[src/rtl/cam_pkg.sv]
// Shared types and default sizes for the camera capture path.
package cam_pkg;

    // Capture FSM states.
    typedef enum logic [1:0] {
        WAIT_VS,
        VBLANK,
        FRAME
    } cam_state_e;

    localparam int unsigned BYTE_W       = 8;
    localparam int unsigned PIX_W        = 16;
    localparam int unsigned COL_W        = 11;
    localparam int unsigned ROW_W        = 10;
    localparam int unsigned DEF_MAX_COLS = 640;
    localparam int unsigned DEF_MAX_ROWS = 480;

endpackage

[src/rtl/cam_in_sync.sv]
// Aligned synchronizer for the camera bus plus edge flags for pclk, href and vsync.
module cam_in_sync
    import cam_pkg::*;
#(
    parameter int unsigned SYNC_STAGES = 2
) (
    input  logic              clk,
    input  logic              rst,
    input  logic              cam_pclk,
    input  logic              cam_vsync,
    input  logic              cam_href,
    input  logic [BYTE_W-1:0] cam_d,
    output logic              href,
    output logic [BYTE_W-1:0] d,
    output logic              pclk_rise,
    output logic              href_rise,
    output logic              href_fall,
    output logic              vsync_rise,
    output logic              vsync_fall
);

    localparam int unsigned BUS_W   = BYTE_W + 3;
    localparam int unsigned PCLK_B  = BYTE_W + 2;
    localparam int unsigned VSYNC_B = BYTE_W + 1;
    localparam int unsigned HREF_B  = BYTE_W;

    logic [BUS_W-1:0] chain_q [SYNC_STAGES];
    logic [BUS_W-1:0] cur_q;
    logic [2:0]       prev_q;   // {pclk, vsync, href} one cycle older than cur_q

    // Whole bus shifts together so control and data stay mutually aligned.
    always_ff @(posedge clk) begin
        if (rst) begin
            for (int i = 0; i < SYNC_STAGES; i++) begin
                chain_q[i] <= '0;
            end
            cur_q  <= '0;
            prev_q <= '0;
        end else begin
            chain_q[0] <= {cam_pclk, cam_vsync, cam_href, cam_d};
            for (int i = 1; i < SYNC_STAGES; i++) begin
                chain_q[i] <= chain_q[i-1];
            end
            cur_q  <= chain_q[SYNC_STAGES-1];
            prev_q <= cur_q[PCLK_B:HREF_B];
        end
    end

    // Level outputs and edge flags from the last two aligned samples.
    always_comb begin
        href       = cur_q[HREF_B];
        d          = cur_q[BYTE_W-1:0];
        pclk_rise  = cur_q[PCLK_B] & ~prev_q[2];
        vsync_rise = cur_q[VSYNC_B] & ~prev_q[1];
        vsync_fall = ~cur_q[VSYNC_B] & prev_q[1];
        href_rise  = cur_q[HREF_B] & ~prev_q[0];
        href_fall  = ~cur_q[HREF_B] & prev_q[0];
    end

endmodule

[src/rtl/cam_pixel_capture.sv]
// Captures byte pairs from an OV7670-style camera bus into 16-bit pixels with position tracking.
module cam_pixel_capture #(
    parameter int unsigned DATA_W      = cam_pkg::PIX_W,
    parameter int unsigned ADDR_W      = cam_pkg::COL_W,
    parameter int unsigned ROW_W       = cam_pkg::ROW_W,
    parameter int unsigned MAX_COLS    = cam_pkg::DEF_MAX_COLS,
    parameter int unsigned MAX_ROWS    = cam_pkg::DEF_MAX_ROWS,
    parameter int unsigned SYNC_STAGES = 2
) (
    input  logic              i_clk,
    input  logic              i_rst,
    input  logic              cam_pclk,
    input  logic              cam_vsync,
    input  logic              cam_href,
    input  logic [7:0]        cam_d,
    output logic [DATA_W-1:0] P_DTA,
    output logic              VLD_PIXEL,
    output logic [ADDR_W-1:0] o_col,
    output logic [ROW_W-1:0]  o_row,
    output logic              o_line_done,
    output logic              o_frame_done,
    output logic              o_err
);

    import cam_pkg::*;

    localparam logic [ADDR_W-1:0] COL_LIM = ADDR_W'(MAX_COLS);
    localparam logic [ROW_W-1:0]  ROW_LIM = ROW_W'(MAX_ROWS);

    logic              s_href;
    logic [BYTE_W-1:0] s_d;
    logic              pclk_rise, href_rise, href_fall, vsync_rise, vsync_fall;

    cam_state_e        state_q, state_d;
    logic [ADDR_W-1:0] col_q, col_d;
    logic [ROW_W-1:0]  row_q, row_d;
    logic              phase_q, phase_d;
    logic [BYTE_W-1:0] hi_q, hi_d;
    logic              line_act_q, line_act_d;  // saw href rise inside this frame
    logic [DATA_W-1:0] pdta_q, pdta_d;
    logic              vld_q, vld_d;
    logic [ADDR_W-1:0] ocol_q, ocol_d;
    logic              line_done_q, line_done_d;
    logic              frame_done_q, frame_done_d;
    logic              err_q, err_d;

    cam_in_sync #(
        .SYNC_STAGES (SYNC_STAGES)
    ) u_sync (
        .clk        (i_clk),
        .rst        (i_rst),
        .cam_pclk   (cam_pclk),
        .cam_vsync  (cam_vsync),
        .cam_href   (cam_href),
        .cam_d      (cam_d),
        .href       (s_href),
        .d          (s_d),
        .pclk_rise  (pclk_rise),
        .href_rise  (href_rise),
        .href_fall  (href_fall),
        .vsync_rise (vsync_rise),
        .vsync_fall (vsync_fall)
    );

    // FSM state register.
    always_ff @(posedge i_clk) begin
        if (i_rst) begin
            state_q <= WAIT_VS;
        end else begin
            state_q <= state_d;
        end
    end

    // Next-state, byte assembly and line/frame bookkeeping.
    always_comb begin
        state_d      = state_q;
        col_d        = col_q;
        row_d        = row_q;
        phase_d      = phase_q;
        hi_d         = hi_q;
        line_act_d   = line_act_q;
        pdta_d       = pdta_q;
        vld_d        = 1'b0;
        ocol_d       = ocol_q;
        line_done_d  = 1'b0;
        frame_done_d = 1'b0;
        err_d        = err_q;
        unique case (state_q)
            WAIT_VS: begin
                if (vsync_rise) state_d = VBLANK;
            end
            VBLANK: begin
                if (vsync_fall) begin
                    state_d    = FRAME;
                    row_d      = '0;
                    col_d      = '0;
                    phase_d    = 1'b0;
                    line_act_d = 1'b0;
                end
            end
            FRAME: begin
                if (href_rise) line_act_d = 1'b1;
                // A line already in progress at frame entry is ignored until href rises.
                if (pclk_rise && s_href && (line_act_q || href_rise)) begin
                    if (!phase_q) begin
                        hi_d    = s_d;
                        phase_d = 1'b1;
                    end else begin
                        phase_d = 1'b0;
                        if (row_q == ROW_LIM || col_q == COL_LIM) begin
                            err_d = 1'b1;
                        end else begin
                            vld_d  = 1'b1;
                            pdta_d = DATA_W'({hi_q, s_d});
                            ocol_d = col_q;
                            col_d  = col_q + 1'b1;
                        end
                    end
                end
                // Line end is evaluated before frame end so both pulses can coincide.
                if (href_fall && line_act_q) begin
                    if (phase_q) err_d = 1'b1;
                    if (col_q != '0 && row_q != ROW_LIM) begin
                        line_done_d = 1'b1;
                        row_d       = row_q + 1'b1;
                    end
                    col_d      = '0;
                    phase_d    = 1'b0;
                    line_act_d = 1'b0;
                end
                if (vsync_rise) begin
                    frame_done_d = 1'b1;
                    state_d      = VBLANK;
                    col_d        = '0;
                    phase_d      = 1'b0;
                    line_act_d   = 1'b0;
                end
            end
            default: state_d = WAIT_VS;
        endcase
    end

    // Datapath and registered outputs.
    always_ff @(posedge i_clk) begin
        if (i_rst) begin
            col_q        <= '0;
            row_q        <= '0;
            phase_q      <= 1'b0;
            hi_q         <= '0;
            line_act_q   <= 1'b0;
            pdta_q       <= '0;
            vld_q        <= 1'b0;
            ocol_q       <= '0;
            line_done_q  <= 1'b0;
            frame_done_q <= 1'b0;
            err_q        <= 1'b0;
        end else begin
            col_q        <= col_d;
            row_q        <= row_d;
            phase_q      <= phase_d;
            hi_q         <= hi_d;
            line_act_q   <= line_act_d;
            pdta_q       <= pdta_d;
            vld_q        <= vld_d;
            ocol_q       <= ocol_d;
            line_done_q  <= line_done_d;
            frame_done_q <= frame_done_d;
            err_q        <= err_d;
        end
    end

    assign P_DTA        = pdta_q;
    assign VLD_PIXEL    = vld_q;
    assign o_col        = ocol_q;
    assign o_row        = row_q;
    assign o_line_done  = line_done_q;
    assign o_frame_done = frame_done_q;
    assign o_err        = err_q;

endmodule

[config.mk]
export PLATFORM = sky130hd
export DESIGN_NAME = cam_pixel_capture
export DESIGN_NICKNAME = d
export VERILOG_FILES = /design/src/rtl/cam_pkg.sv /design/src/rtl/cam_in_sync.sv /design/src/rtl/cam_pixel_capture.sv
export SDC_FILE = /design/constraint.sdc
export NUM_CORES = 1
export LEC_CHECK = 0
export CAP_MARGIN = 0
export CORE_UTILIZATION = 48
export CTS_CLUSTER_DIAMETER = 120
export DETAILED_ROUTE_END_ITERATION = 12
export GPL_ROUTABILITY_DRIVEN = 0
export PLACE_DENSITY = 0.71
export SKIP_LAST_GASP = 1
export SLEW_MARGIN = 30
export SYNTH_ARGS = -nofsm -noshare
export SYNTH_HDL_FRONTEND = slang
export SYNTH_SLANG_ARGS = --single-unit
[constraint.sdc]
create_clock -name i_clk -period 4.9 [get_ports i_clk]
set_clock_uncertainty 0.1 [all_clocks]
set_input_delay 1.225 -clock i_clk [delete_from_list [all_inputs] [get_ports i_clk]]
set_output_delay 1.225 -clock i_clk [all_outputs]
set_load 0.02 [all_outputs]
## Word level (Yosys, flattened, before mapping)

Memories as Yosys holds them, arrays and structs flattened. A register that Yosys moved wholly into a read port is not among the register bits.
Cells that the tools add are included.

| cells by class | value |
|---|---|
| $add $sub $neg | 2 |
| multipliers | 0 |
| div/mod/pow operators | 0 |
| order comparisons | 0 |
| equal/unequal tests | 13 |
| shift operators | 0 |
| muxes and demuxes | 37 |
| bitwise gates (word level) | 17 |
| reductions and logical operators | 20 |

Operators by type and width:

| operator | number |
|---|---|
| 2-to-1 mux 11 bit | 8 |
| 2-to-1 mux 10 bit | 3 |
| case mux 11 bit (2 select lines) | 1 |
| case mux 10 bit (2 select lines) | 1 |
| 2-to-1 mux 1 bit | 19 |
| inequality test 4 x 3 -> 1 bit, second input constant | 4 |
| adder 11 x 1 -> 11 bit, second input constant | 1 |
| equality test 11 x 10 -> 1 bit, second input constant | 1 |
| nonzero test 11 bit | 1 |
| adder 10 x 1 -> 10 bit, second input constant | 1 |
| equality test 10 x 9 -> 1 bit, second input constant | 1 |
| inequality test 10 x 9 -> 1 bit, second input constant | 1 |
| inverter 1 bit | 10 |
| AND reduction 3 bit | 3 |
| AND reduction 4 bit | 2 |
| bitwise AND 1 bit | 5 |
| AND reduction 5 bit | 1 |
| logical AND 1 bit | 4 |
| 2-to-1 mux 2 bit | 2 |
| inequality test 2 x 1 -> 1 bit, second input constant | 2 |
| inequality test 2 bit, second input constant | 2 |
| case mux 1 bit (2 select lines) | 2 |
| case mux 2 bit (2 select lines) | 1 |
| OR reduction 2 bit | 2 |
| 9 further kinds | 11 |

| storage, ports and cells | value |
|---|---|
| register bits | 67 |
| bits in latches | 0 |
| RAM bits | 22 |
| memory bits (read-only) | 0 |
| output and inout port bits | 41 |
| memories kept | 1 |

Memory list:

| name | depth | width | read ports | clocked after Yosys merged registers in | wr ports | RTL line | RTL |
|---|---|---|---|---|---|---|---|
| u_sync.chain_q | 2 | 11 | 2 | 1 | 2 | cam_in_sync.sv:27 | `logic [BUS_W-1:0] chain_q [SYNC_STAGES];` |

## Longest topological paths before layout

Gate-level depths: netlist (run 1).

| logic depth | value |
|---|---|
| depth after elaboration | 8 |
| gate-level depth with buffers | 9 |
| mapped depth without buffers | 7 |

## Modules after synthesis

From an unflattened synthesis (run 1), not the netlist that was laid out.

| unflattened totals | value |
|---|---|
| cell total of the unflattened synthesis | 393 |
| area total of the unflattened synthesis | 3882.5 µm² |

Modules (own cells, without submodules):

| module | times used | cells each | area an instance (µm²) |
|---|---|---|---|
| cam_pixel_capture | 1 | 305 | 2796.4 |
| cam_in_sync | 1 | 88 | 1086.0 |

## Worst setup path before layout (run 1)

Ideal clock, no wire load.

| timing path | value |
|---|---|
| path type | input-to-reg |
| start | in i_rst |
| end | reg col_q[7] |
| setup time | 0.072 ns |
| arrival time | 2.096 ns |
| setup slack | 2.632 ns |
| stages on the path | 5 |
| buffers on the path | 2 |
| path through | a21oi_1 -> clkbuf_1 -> clkbuf_1 -> nand2_1 -> mux2i_1 |

RTL lines:

| what | RTL line | RTL |
|---|---|---|
| from (decl) | cam_pixel_capture.sv:11 | `input logic i_rst,` |
| to (signal assigned) | cam_pixel_capture.sv:158 | `col_q <= col_d;` |
| to (decl) | cam_pixel_capture.sv:35 | `logic [ADDR_W-1:0] col_q, col_d;` |

## Worst setup path after layout (run 1)

| timing path | value |
|---|---|
| start | reg row_q[4], in the netlist o_row[4] |
| end | out o_row[4] |

RTL lines:

| what | RTL line | RTL |
|---|---|---|
| from (decl) | cam_pixel_capture.sv:36 | `logic [ROW_W-1:0] row_q, row_d;` |
| from (signal assigned) | cam_pixel_capture.sv:159 | `row_q <= row_d;` |
| to (decl) | cam_pixel_capture.sv:19 | `output logic [ROW_W-1:0] o_row,` |

No word-level cell between the ends.

==> results.yml, run 1 <==
clocking:
  clock_tree.buffer_depth: 2
  clk_pin_slew_ns: 0.10
  htree_levels: 3
  cts_tree: "done"
  cts_made_buffers: 9
  clkLatencyLatePin_ns: 0.36
  ctsResizeCount: 0
  post_cts_buffers: 0
  cts_root_buf: "clkbuf_8"
  hold_buffers: 0
  cts_num_sinks: 100
global_route:
  grt_pass1_wl_mm: 12.1
  grt_pass1_vias: 2617
  track_usage_pct: 17.8
  globalRouteOverflowTotal: 0
  antenna_found_initial: 0
  grt_max_degree: 85
floorplanning:
  die_w_um: 92.0
  num_rows: 32
  core_um2: 7770
  io_pins: 54
  dieArea_um2: 8470
  start_util_pct: 50.1
  die_h_um: 92.0
yosys:
  yosysTopAreaCell: "dfxtp_1"
  synthCells: 399
  ys_top_cells_by_area: "dfxtp_1, mux2i_1, nor2b_1"
  synth_edf_count: 0
  avgSynthCellArea_um2: 9.75
  synth.net_count: 420
  ys_ff_latch: 100
  synth_warnings: 0
  synth_top_area_share_pct: 51.5
  ys_types: 43
  ys_seq_area_share_pct: 51.5
  syn-cell-area_um2: 3890
  synth.most_common_cell: "dfxtp_1"
  ys.flop_type: "dfxtp_1"
  ys_top_cells_by_count: "dfxtp_1, mux2i_1, nor2b_1, nor2_1, nand2_1"
  async_reset_ff_share_pct: 0
final_layout:
  fillers: 682
  fin_cells: 550
  nets: 465
  utilization_pct: 60.6
  final_area_um2: 4700
  final_layout_size_suffix_gt1_share_pct: 5.58
  area_delta_synth_final_pct: 20.9
  diodes: 0
detailed_routing:
  wl_per_cell_um: 12.8
  routed_wirelength_mm: 7.02
  first_pass_iters: 4
  ant_nets: 0
  drc: 0
  first_iter_violations: 94
  vias: 2848
  via_per_inst: 5.18
setup_path:
  cp.required_ns: 3.58
  crit_fanout: 7
  arrival_ns: 1.50
  start_kind: "register"
  cp_top_family: "buffers and inverters"
  setup.worst_path.class: "reg2out"
  crit_buf_inv: 1
  crit_path_cell_trace: "clkdlybuf4s50_1"
  crit_slowest_cell: "clkdlybuf4s50_1"
  slowest_delay_ns: 0.66
  cp-end-kind: "output pin"
pwr:
  report.power.total_mw: 1.44
  ir_drop_v: 0.000203
  leakage_nw: 1.74
  power_density_nw_per_um2: 306
placed_design:
  hpwl_mm: 4.70
  postPlaceCellArea_um2: 4480
  pre_cts_slack_ns: 2.15
  dp.cells: 535
  numPortBuffers: 53
timing:
  slew_headroom_pct: 46.0
  timing.final.ws_setup_ns: 2.08
  tightest_slew_ns: 0.811
  setup_viol: 0
  fin_crit_sh_pct: 57.6
  fin_crit_ns: 2.82
  setup_tns_ns: 0
  hold_violations: 0
  rsz0062_at_grt: "false"
  hold_slack_ns: 0.335
  max_freq_mhz: 355
  slew_viol_final: 0
outcome:
  status: "completed"
worst_hold_path:
  hold_path.class: "reg2reg"
run:
  maxCapViolations: 0
[metal layers]
| layer | track usage, % | vias to the layer above | routed length, um |
|---|---|---|---|
| met1 | 22.8 | 1334 | 3390 |
| li1 | - | 1450 | - |
| met4 | 4.04 | 0 | 67 |
| met5 | 0 | - | 0 |
| met3 | 5.22 | 6 | 278 |
| met2 | 29.5 | 58 | 3290 |
[flip-flops by register name, summed over array words and instances, names as in the netlist]
| signal | cells |
|---|---|
| line_act_q | 1 |
| u_sync.prev_q | 3 |
| hi_q | 8 |
| state_q | 2 |
| phase_q | 1 |
| o_col | 11 |
| o_row | 10 |
| P_DTA | 16 |
| u_sync.chain_q | 22 |
| col_q | 11 |
| o_frame_done | 1 |
| VLD_PIXEL | 1 |
| o_err | 1 |
| u_sync.cur_q | 11 |
| o_line_done | 1 |
[where the power goes]
group / total [mW] / internal, mW / switching (mW)
logic: 0.0444 / 0.0201 / 0.0243
clock network: 0.567 / 0.290 / 0.277
registers: 0.827 / 0.823 / 0.00339
total: 1.44 / 1.13 / 0.304
[cell families after synthesis]
kind of cell	after synthesis	synth area share, %
AO/OA/AOI/OAI	44	6.92
XOR/XNOR	1	0.225
adder cells (fa/ha/maj)	8	2.57
buffers and inverters	33	3.70
flip-flops	100	51.5
multiplexers	46	11.9
AND/OR/NAND/NOR	167	23.3
[final cells by class]
class | instances | area [um^2] | share of cell area [%]
well taps | 102 | 128 | 2.71
repair buffers | 57 | 556 | 11.8
flip-flops and latches | 100 | 2000 | 42.6
clock buffers | 9 | 124 | 2.63
inverters | 10 | 37.5 | 0.798
multi-input cells | 266 | 1760 | 37.5
clock inverters | 6 | 95.1 | 2.02
[final timing paths]
| kind | start | to | slack (ns) | cells after the start |
|---|---|---|---|---|
| worst max-delay path | o_row[4] | o_row[4] | 2.08 | 1 |
| worst min register to register | u_sync.chain_q[0][0] | u_sync.chain_q[1][0] | 0.34 | 1 |
| worst min-delay path | u_sync.chain_q[0][0] | u_sync.chain_q[1][0] | 0.34 | 1 |
| worst max register to register | col_q[0] | col_q[10] | 2.33 | 7 |
[cells in the final DEF (no fill, tap or decap), types with 2 or more instances in the layout]
| cell type | count |
|---|---|
| o31ai_1 | 2 |
| a31oi_1 | 3 |
| nand4_1 | 11 |
| buf_4 | 4 |
| mux2i_1 | 45 |
| nor4_1 | 3 |
| or3_1 | 4 |
| and4_1 | 2 |
| nor3_1 | 5 |
| nand2_1 | 24 |
| a211oi_1 | 4 |
| o21ai_0 | 7 |
| clkdlybuf4s50_1 | 52 |
| nand3_1 | 11 |
| bufinv_16 | 2 |
| o211ai_1 | 3 |
| or4_1 | 5 |
| clkbuf_8 | 9 |
| inv_1 | 10 |
| nor2_1 | 38 |
| and3_1 | 5 |
| a21oi_1 | 17 |
| nor2b_1 | 39 |
| nand3b_1 | 2 |
| dfxtp_1 | 100 |
| clkinvlp_4 | 2 |
| ha_1 | 8 |
| nand2b_1 | 11 |
[worst register-to-register path, cell delays in order, from the launching register on]
cell	delay, ns
dfxtp_1	0.46
inv_1	0.07
ha_1	0.19
nor4b_1	0.15
nand4_1	0.18
nand4_1	0.46
a2111oi_0	0.63
mux2i_1	0.26
Power figures use the tool's default switching activity.
==> run 2, diff against run 1 <==
Clock period 4.9 ns to 2.9 ns, I/O delays scaled along.
==> results.yml, run 2 (same netlist as run 1, synthesis figures left out) <==
outcome:
  status: "completed"
timing:
  max_freq_mhz: 427
  setup_viol: 0
  rsz0062_at_grt: "false"
  timing.final.ws_setup_ns: 0.557
  hold_slack_ns: 0.334
  tightest_slew_ns: 0.600
  slew_headroom_pct: 59.9
  slew_viol_final: 0
  setup_tns_ns: 0
  fin_crit_ns: 2.34
  fin_crit_sh_pct: 80.8
  hold_violations: 0
clocking:
  clkLatencyLatePin_ns: 0.37
  clk_pin_slew_ns: 0.11
  cts_num_sinks: 100
  cts_tree: "done"
  cts_made_buffers: 9
  htree_levels: 3
  hold_buffers: 0
  post_cts_buffers: 0
  ctsResizeCount: 0
  clock_tree.buffer_depth: 2
  cts_root_buf: "clkbuf_8"
pwr:
  swShare_pct: 24.6
  power.switching_uw: 574
  power_density_nw_per_um2: 497
  ir_drop_v: 0.000346
  p_int_mw: 1.76
  pwr-share-clk_pct: 36.9
  p_seq_share_pct: 59.8
  pwr-share-comb_pct: 3.3
  leakage_nw: 1.75
global_route:
  grt_pass1_vias: 2582
  grt_max_degree: 36
  grt_pass1_wl_mm: 12.2
  antenna_found_initial: 0
  globalRouteOverflowTotal: 0
  track_usage_pct: 18.4
final_layout:
  largest_reg_flops: 22
  area_delta_synth_final_pct: 20.9
  final_common_cell: "dfxtp_1"
  final_layout_size_suffix_gt1_share_pct: 6.40
  diodes: 0
  fillers: 680
  nets: 469
  regMostFlops: "u_sync.chain_q"
  final_cell_mix: "dfxtp_1, clkdlybuf4s50_1, mux2i_1"
  fin_cells: 555
setup_path:
  crit_end: "o_row[3]"
  r2r_end: "o_col[1]"
  crit_path_cell_trace: "clkdlybuf4s50_1"
  crit_fanout: 8
  cp.depth: 1
  ff2ff_path_depth: 8
  crit_slowest_cell: "clkdlybuf4s50_1"
  start_kind: "register"
  startpoint: "o_row[3]"
  reg2reg_slack_ns: 0.60
  r2r-start: "col_q[0]"
  crit_buf_inv: 1
  slowest_delay_ns: 0.66
  cp_top_family: "buffers and inverters"
  setup.worst_path.class: "reg2out"
  cp-end-kind: "output pin"
  cp.required_ns: 2.08
  arrival_ns: 1.52
detailed_routing:
  drc: 0
  wl_per_cell_um: 12.9
  ant_nets: 0
  routed_wirelength_mm: 7.19
  vias: 2872
  first_pass_iters: 4
  via_per_inst: 5.17
  first_iter_violations: 110
placed_design:
  numPortBuffers: 53
  dp.cells: 539
  hpwl_mm: 4.89
  pre_cts_slack_ns: 0.598
floorplanning:
  start_util_pct: 50.1
  dieArea_um2: 8470
  core_um2: 7770
  die_h_um: 92.0
  num_rows: 32
  die_w_um: 92.0
  io_pins: 54
worst_hold_path:
  hold_path.class: "reg2reg"
run:
  maxCapViolations: 0
-- run 2: cell types whose count changed in the layout (fill, tap and decap cells not counted), sizes merged --
| cell | previous run | this run |
|---|---|---|
| buf | 5 | 9 |
| clkinv | 0 | 3 |
| inv | 12 | 14 |
| clkinvlp | 2 | 0 |
| bufinv | 2 | 0 |
-- run 2: cell type report --
| cell class | instances | area [um^2] | share of cell area, % |
|---|---|---|---|
| timing repair buffer | 61 | 586 | 12.5 |
| inverter | 10 | 37.5 | 0.798 |
| clock buffer | 9 | 124 | 2.63 |
| tap | 102 | 128 | 2.71 |
| multi-input combinational | 266 | 1760 | 37.4 |
| clock inverter | 7 | 67.6 | 1.44 |
| sequential | 100 | 2000 | 42.6 |
-- run 2: worst min path at each step --
stage | from | endpoint | slack (ns) | depth (start not counted)
floorplan | u_sync.chain_q[0][0] | u_sync.chain_q[1][0] | 0.31 | 1
global placement | u_sync.chain_q[0][5] | u_sync.chain_q[1][5] | 0.32 | 1
detailed placement | u_sync.chain_q[1][0] | u_sync.cur_q[0] | 0.32 | 1
CTS | u_sync.chain_q[1][3] | u_sync.cur_q[3] | 0.34 | 1
global route | u_sync.chain_q[1][3] | u_sync.cur_q[3] | 0.35 | 1
finish | u_sync.chain_q[1][3] | u_sync.cur_q[3] | 0.33 | 1
-- run 2: power groups by stage --
stage | sequential (mW) | clock (mW) | combinational, mW
after CTS | 1.40 | 0.887 | 0.0784
final | 1.40 | 0.861 | 0.0773
after floorplan | 1.43 | 0 | 0.0502
after detailed placement | 1.43 | 0 | 0.0781
after global routing | 1.40 | 0.948 | 0.0854
after global placement | 1.43 | 0 | 0.0766
-- run 2: per-stage QoR --
stage / power, mW / cell area [um^2] / utilization (%)
floorplan: 1.48 / 3890 / -
global placement: 1.51 / 4510 / 58.1
detailed placement: 1.51 / 4510 / 58.1
CTS: 2.36 / 4700 / 60.6
global route: 2.43 / 4700 / 60.6
finish: 2.34 / 4700 / 60.6
-- run 2: layer usage --
metal  routed length (um)  track usage, %  share of wire [%]
met2                 3330            29.0                 46
met4                  165            10.3                2.3
met3                  217            3.32                3.0
met5                    0               0                  0
met1                 3470            23.8                 48
